**src/rtl/tx_stream_arbiter.sv**
```systemverilog
// rtl/tx_stream_arbiter.sv - four-way round-robin arbiter with burst lock onto one transmit stream
//
// Ports:
//   clk               sole clock, all state on the rising edge
//   rst               asynchronous active-low reset
//   exception         sticky: a granted word waited TIMEOUT cycles for output_out_ack
//   input_N           requester N data word (N = 0..3), stable while input_N_stb is high
//   input_N_stb       requester N word valid
//   input_N_ack       one-cycle pulse in the first SEND cycle: requester N word taken
//   output_out        granted word, held while output_out_stb is high
//   output_out_stb    output word valid (high for the whole SEND state)
//   output_out_ack    downstream consumed the word
//   output_src        index of the requester whose word is on output_out

module tx_stream_arbiter #(
    parameter int WIDTH   = 32,
    parameter int BURST   = 1,
    parameter int TIMEOUT = 1023
) (
    input  logic             clk,
    input  logic             rst,
    output logic             exception,
    input  logic [WIDTH-1:0] input_0,
    input  logic             input_0_stb,
    output logic             input_0_ack,
    input  logic [WIDTH-1:0] input_1,
    input  logic             input_1_stb,
    output logic             input_1_ack,
    input  logic [WIDTH-1:0] input_2,
    input  logic             input_2_stb,
    output logic             input_2_ack,
    input  logic [WIDTH-1:0] input_3,
    input  logic             input_3_stb,
    output logic             input_3_ack,
    output logic [WIDTH-1:0] output_out,
    output logic             output_out_stb,
    input  logic             output_out_ack,
    output logic [1:0]       output_src
);

    localparam int              TW            = (TIMEOUT > 65535) ? 32 : 16;
    localparam logic [7:0]      BURST_LIMIT   = 8'(BURST);
    localparam logic [TW-1:0]   TIMEOUT_LIMIT = TW'(TIMEOUT);

    typedef enum logic [0:0] {
        IDLE = 1'b0,
        SEND = 1'b1
    } state_t;

    state_t           state;
    state_t           state_nxt;

    logic [3:0]       stb_vec;
    logic [WIDTH-1:0] data_vec [4];

    logic [1:0]       last_grant;
    // No word has completed since reset, so there is no requester to lock onto.
    logic             prev_valid;
    logic [7:0]       burst_cnt;
    logic [TW-1:0]    tmo_cnt;
    logic [TW-1:0]    tmo_next;
    logic [3:0]       ack_q;

    logic [1:0]       rr_idx;
    logic             lock_hit;
    logic             sel_valid;
    logic [1:0]       sel_idx;
    logic             tmo_count_en;
    logic             tmo_hit;

    always_comb begin
        stb_vec     = {input_3_stb, input_2_stb, input_1_stb, input_0_stb};
        data_vec[0] = input_0;
        data_vec[1] = input_1;
        data_vec[2] = input_2;
        data_vec[3] = input_3;
    end

    // Round-robin scan starting just after the last granted requester; the
    // fourth step wraps back onto last_grant itself.
    always_comb begin
        logic       found;
        logic [1:0] cand;
        rr_idx = last_grant;
        found  = 1'b0;
        cand   = last_grant;
        for (int i = 1; i <= 4; i++) begin
            cand = last_grant + 2'(i);
            if (!found && stb_vec[cand]) begin
                rr_idx = cand;
                found  = 1'b1;
            end
        end
    end

    // The previous requester keeps the grant while it still has a word ready
    // and has not used up its burst allowance.
    assign lock_hit = prev_valid && (burst_cnt < BURST_LIMIT) && stb_vec[last_grant];

    always_comb begin
        state_nxt = state;
        sel_valid = 1'b0;
        sel_idx   = rr_idx;
        case (state)
            IDLE: begin
                if (|stb_vec) begin
                    sel_valid = 1'b1;
                    sel_idx   = lock_hit ? last_grant : rr_idx;
                    state_nxt = SEND;
                end
            end
            SEND: begin
                if (output_out_ack) begin
                    state_nxt = IDLE;
                end
            end
            default: state_nxt = IDLE;
        endcase
    end

    // The timeout counter only advances while a word is waiting and stops at
    // the limit, so the sticky flag is raised exactly once per stalled word.
    assign tmo_next     = tmo_cnt + 1'b1;
    assign tmo_count_en = (TIMEOUT != 0) && (state == SEND) && !output_out_ack
                          && (tmo_cnt != TIMEOUT_LIMIT);
    assign tmo_hit      = tmo_count_en && (tmo_next == TIMEOUT_LIMIT);

    always_ff @(posedge clk or negedge rst) begin
        if (!rst) begin
            state <= IDLE;
        end else begin
            state <= state_nxt;
        end
    end

    always_ff @(posedge clk or negedge rst) begin
        if (!rst) begin
            output_out <= '0;
            output_src <= 2'd0;
            ack_q      <= 4'b0000;
            exception  <= 1'b0;
            last_grant <= 2'd3;
            prev_valid <= 1'b0;
            burst_cnt  <= 8'd0;
            tmo_cnt    <= '0;
        end else begin
            ack_q <= 4'b0000;

            if (sel_valid) begin
                output_out <= data_vec[sel_idx];
                output_src <= sel_idx;
                ack_q      <= 4'b0001 << sel_idx;
                tmo_cnt    <= '0;
                if (!lock_hit) begin
                    burst_cnt <= 8'd0;
                end
            end

            if (state == SEND && output_out_ack) begin
                burst_cnt  <= burst_cnt + 8'd1;
                last_grant <= output_src;
                prev_valid <= 1'b1;
            end

            if (tmo_count_en) begin
                tmo_cnt <= tmo_next;
            end

            if (tmo_hit) begin
                exception <= 1'b1;
            end
        end
    end

    assign output_out_stb = (state == SEND);
    assign input_0_ack    = ack_q[0];
    assign input_1_ack    = ack_q[1];
    assign input_2_ack    = ack_q[2];
    assign input_3_ack    = ack_q[3];

endmodule

```
**config.mk**
```make
export PLATFORM = sky130hd
export DESIGN_NAME = tx_stream_arbiter
export DESIGN_NICKNAME = d
export VERILOG_FILES = /design/src/rtl/tx_stream_arbiter.sv
export SDC_FILE = /design/constraint.sdc
export NUM_CORES = 1
export LEC_CHECK = 0
export BUFFER_PORTS_ARGS = -buffer_cell sky130_fd_sc_hd__buf_2
export CAP_MARGIN = 20
export CORE_AREA = 2 2 95 97
export CTS_BUF_LIST = sky130_fd_sc_hd__clkbuf_2 sky130_fd_sc_hd__clkbuf_4 sky130_fd_sc_hd__clkbuf_8
export DETAILED_ROUTE_END_ITERATION = 10
export DIE_AREA = 0 0 97 99
export MAX_ROUTING_LAYER = met4
export PLACE_DENSITY = 0.82
export SYNTH_ARGS = -nofsm -noshare
export SYNTH_HDL_FRONTEND = slang
export SYNTH_SLANG_ARGS = --single-unit
```
**constraint.sdc**
```tcl
create_clock -name clk -period 7.9 [get_ports clk]
set_input_delay 0.395 -clock clk [delete_from_list [all_inputs] [get_ports clk]]
set_output_delay 0.395 -clock clk [all_outputs]
set_load 0.02 [all_outputs]
```
==> flow_summary_export.csv <==
group,metric,value,unit
outcome,status,"completed",
grt,antenna_found_initial,1,
setup_path,critPathCaptureType,"flip-flop",
clock_tree,clock-sinks,67,
pwr,vdd_drop_max,0.193,mV
clock_tree,cts_hold_buf,0,
clock_tree,clk_pin_slew,0.08,ns
drt,drc,0,
synth,synth_ff_type,"dfrtp_1",
floorplan,die_area,0.00960,mm^2
drt,dr_wl_met2,6520,um
setup_path,cp.depth,8,
synth,synth_area_leaders,"dfrtp_1, o31ai_2, o211a_1",
grt,grt_pass1_vias,4529,
drt,wl_per_cell,16.6,um
layout,areaGrowthSynthToFinish,22.9,%
synth,synth_area_leader_cell,"dfrtp_1",
setup_path,cp_slowest_stage_delay,0.90,ns
synth,synth_warnings,0,
grt,grt_pass1_wl,21200,um
sta,fin_worst_skew,0.00966,ns
run,cap_violations,0,
layout,drive_above_1_share,0.345,
synth,ys_ff_latch,67,
drt,wl,13100,um
synth,synthTopCellsByCount,"dfrtp_1, nand2_1, nand3_1",
floorplan,coreArea,0.00855,mm^2
synth,synth_edf_count,0,
sta,period_share,0.480,
setup_path,worstPathRequired,8.14,ns
clock_tree,cts_tree,"done",
setup_path,path_cells,"mux4_2 -> and3_1 -> and2_4 -> or3_2 -> and2_1 -> buf_4 -> o211a_1 -> o31ai_2",
drt,via_per_inst,5.94,
synth,async_flop_share,1.00,
clock_tree,cts_buffer_depth,2,
sta,setup_tns,0,ns
place,portBuffers,174,
setup_path,startpoint_type,"flip-flop",
synth,syn_inst,531,
drt,final_antenna_net_count,0,
floorplan,chipHeight,99,um
place,hpwl,9230,um
setup_path,cp_top_family,"simple AND/OR/NAND/NOR gates",
clock_tree,htreeDepth,3,
clock_tree,clock_latency,0.34,ns
synth,syn_area,0.00457,mm^2
grt,grt_max_degree,71,
sta,rsz0062_at_grt,"no",
floorplan,start_util,0.534,
sta,fin_crit,3.80,ns
synth,synth_area_per_cell,8.60,um^2
sta,worst_slew_pin_slew,1.05,ns
clock_tree,cts-resized-gates,0,
synth,ys_types,45,
synth,synth_top_area_share,0.356,
drt,met1_length,5290,um
layout,nNetsFinal,813,
drt,drt_iter0_drc,268,
synth,synth_most_common_cell,"dfrtp_1",
place,place_worst_setup_slack,4.17,ns
sta,slew_headroom,0.297,
drt,routed.top_layer,"met4",
grt,overflow,0,
clock_tree,postCtsSetupBuffers,0,
setup_path,worst_path_max_delay_cell,"or3_2",
sta,setup_viol,0,
pwr,powerDensity,395,mW/mm^2
floorplan,fp.dieW,97,um
sta,max_freq,263,MHz
grt,track_usage,0.278,
setup_path,worstPathMaxFanout,66,
pwr,p_leak,3.02,nW
drt,num_vias,4684,
setup_path,rr_startpoint,"last_grant[1]",
synth,syn_nets,670,
setup_path,rr_worst_depth,8,
clock_tree,cts-root-buf,"clkbuf_8",
setup_path,critPathLaunch,"last_grant[1]",
setup_path,r2r_slack,4.10,ns
clock_tree,cts_inserted_buffers,9,
setup_path,r2r-end,"output_out[3]",
sta,slew_viol_final,0,
drt,dr.pass1.iters,5,
synth,ys_seq_area_frac,0.368,
setup_path,worst-path-buf-inv,1,
sta,fin_ws,4.10,ns
place,gp_congestion,0.927,
setup_path,worstSetupPathType,"reg -> reg",
drt,met3_length,857,um
floorplan,ios,175,
sta,hold_viol,0,
floorplan,rows,34,
layout,fillers,719,
min_path,min_path_type,"in -> async",
setup_path,worstPathArrival,4.04,ns
## final cells by class
cell class,count,area [um^2],area share
well taps,108,135,0.0241
multi-input cells,380,2540,0.452
diodes,1,2.50,0.000446
inverters,36,135,0.0241
clock buffers,14,174,0.0310
clock inverters,2,35.0,0.00624
flip-flops and latches,67,1680,0.299
repair buffers,180,916,0.163
## routing by layer
layer / up-vias / GRT usage
met3: 33 / 0.0504
met2: 201 / 0.447
li1: 2217 / -
met5: - / -
met4: 0 / 0.132
met1: 2233 / 0.343
## how the worst max path moves through the flow
stage	end	slack [ns]
global route	output_out[13]	3.90
floorplan	output_out[14]	5.23
CTS	output_out[3]	4.15
global placement	output_out[5]	4.29
finish	output_out[3]	4.10
detailed placement	output_out[8]	4.17
## sequential cells by signal (all words and copies together) (netlist names)
name,flops
output_out,32
tmo_cnt,16
burst_cnt,8
ack_q,4
last_grant,2
output_src,2
exception,1
output_out_stb,1
prev_valid,1
## cell usage in the layout (no fill, tap or decap), types with 12 or more instances in the layout
master and count:
o21ai_0 26, nor2_1 19, and3_1 38, nand2_1 56, dfrtp_1 65, nand3_1 50, o211a_1 32, a211oi_1 32
o31ai_2 27, a21oi_1 12, o31ai_1 16, inv_1 36, buf_2 174
## where the power goes
group | switching, W | internal (W) | total (W)
clock | 0.000130 | 0.000174 | 0.000304
combinational | 0.000848 | 0.000499 | 0.00135
sequential | 0.000101 | 0.000468 | 0.000569
total | 0.00108 | 0.00114 | 0.00222
## through the flow
stage | power (W) | utilization | area [um^2] | hold slack [ns] | instances
after CTS | 0.00222 | 0.656 | 5610 | 0.275 | 787
after global routing | 0.00238 | 0.656 | 5610 | 0.338 | 788
after detailed placement | 0.00191 | 0.632 | 5400 | 0.457 | 771
final | 0.00222 | 0.656 | 5610 | 0.230 | 788
after global placement | 0.00187 | 0.632 | 5400 | 0.455 | 771
after floorplan | 0.00162 | - | 4570 | 0.0994 | 531
## logic make-up after synthesis
| group | after synthesis | synth area share |
|---|---|---|
| AO/OA/AOI/OAI | 160 | 0.287 |
| XOR/XNOR | 4 | 0.00767 |
| adder cells (fa/ha/maj) | 4 | 0.0110 |
| buffers and inverters | 84 | 0.0800 |
| flip-flops | 67 | 0.368 |
| multiplexers | 4 | 0.0123 |
| AND/OR/NAND/NOR | 208 | 0.234 |
No activity file was read; power rests on OpenSTA's default activity.
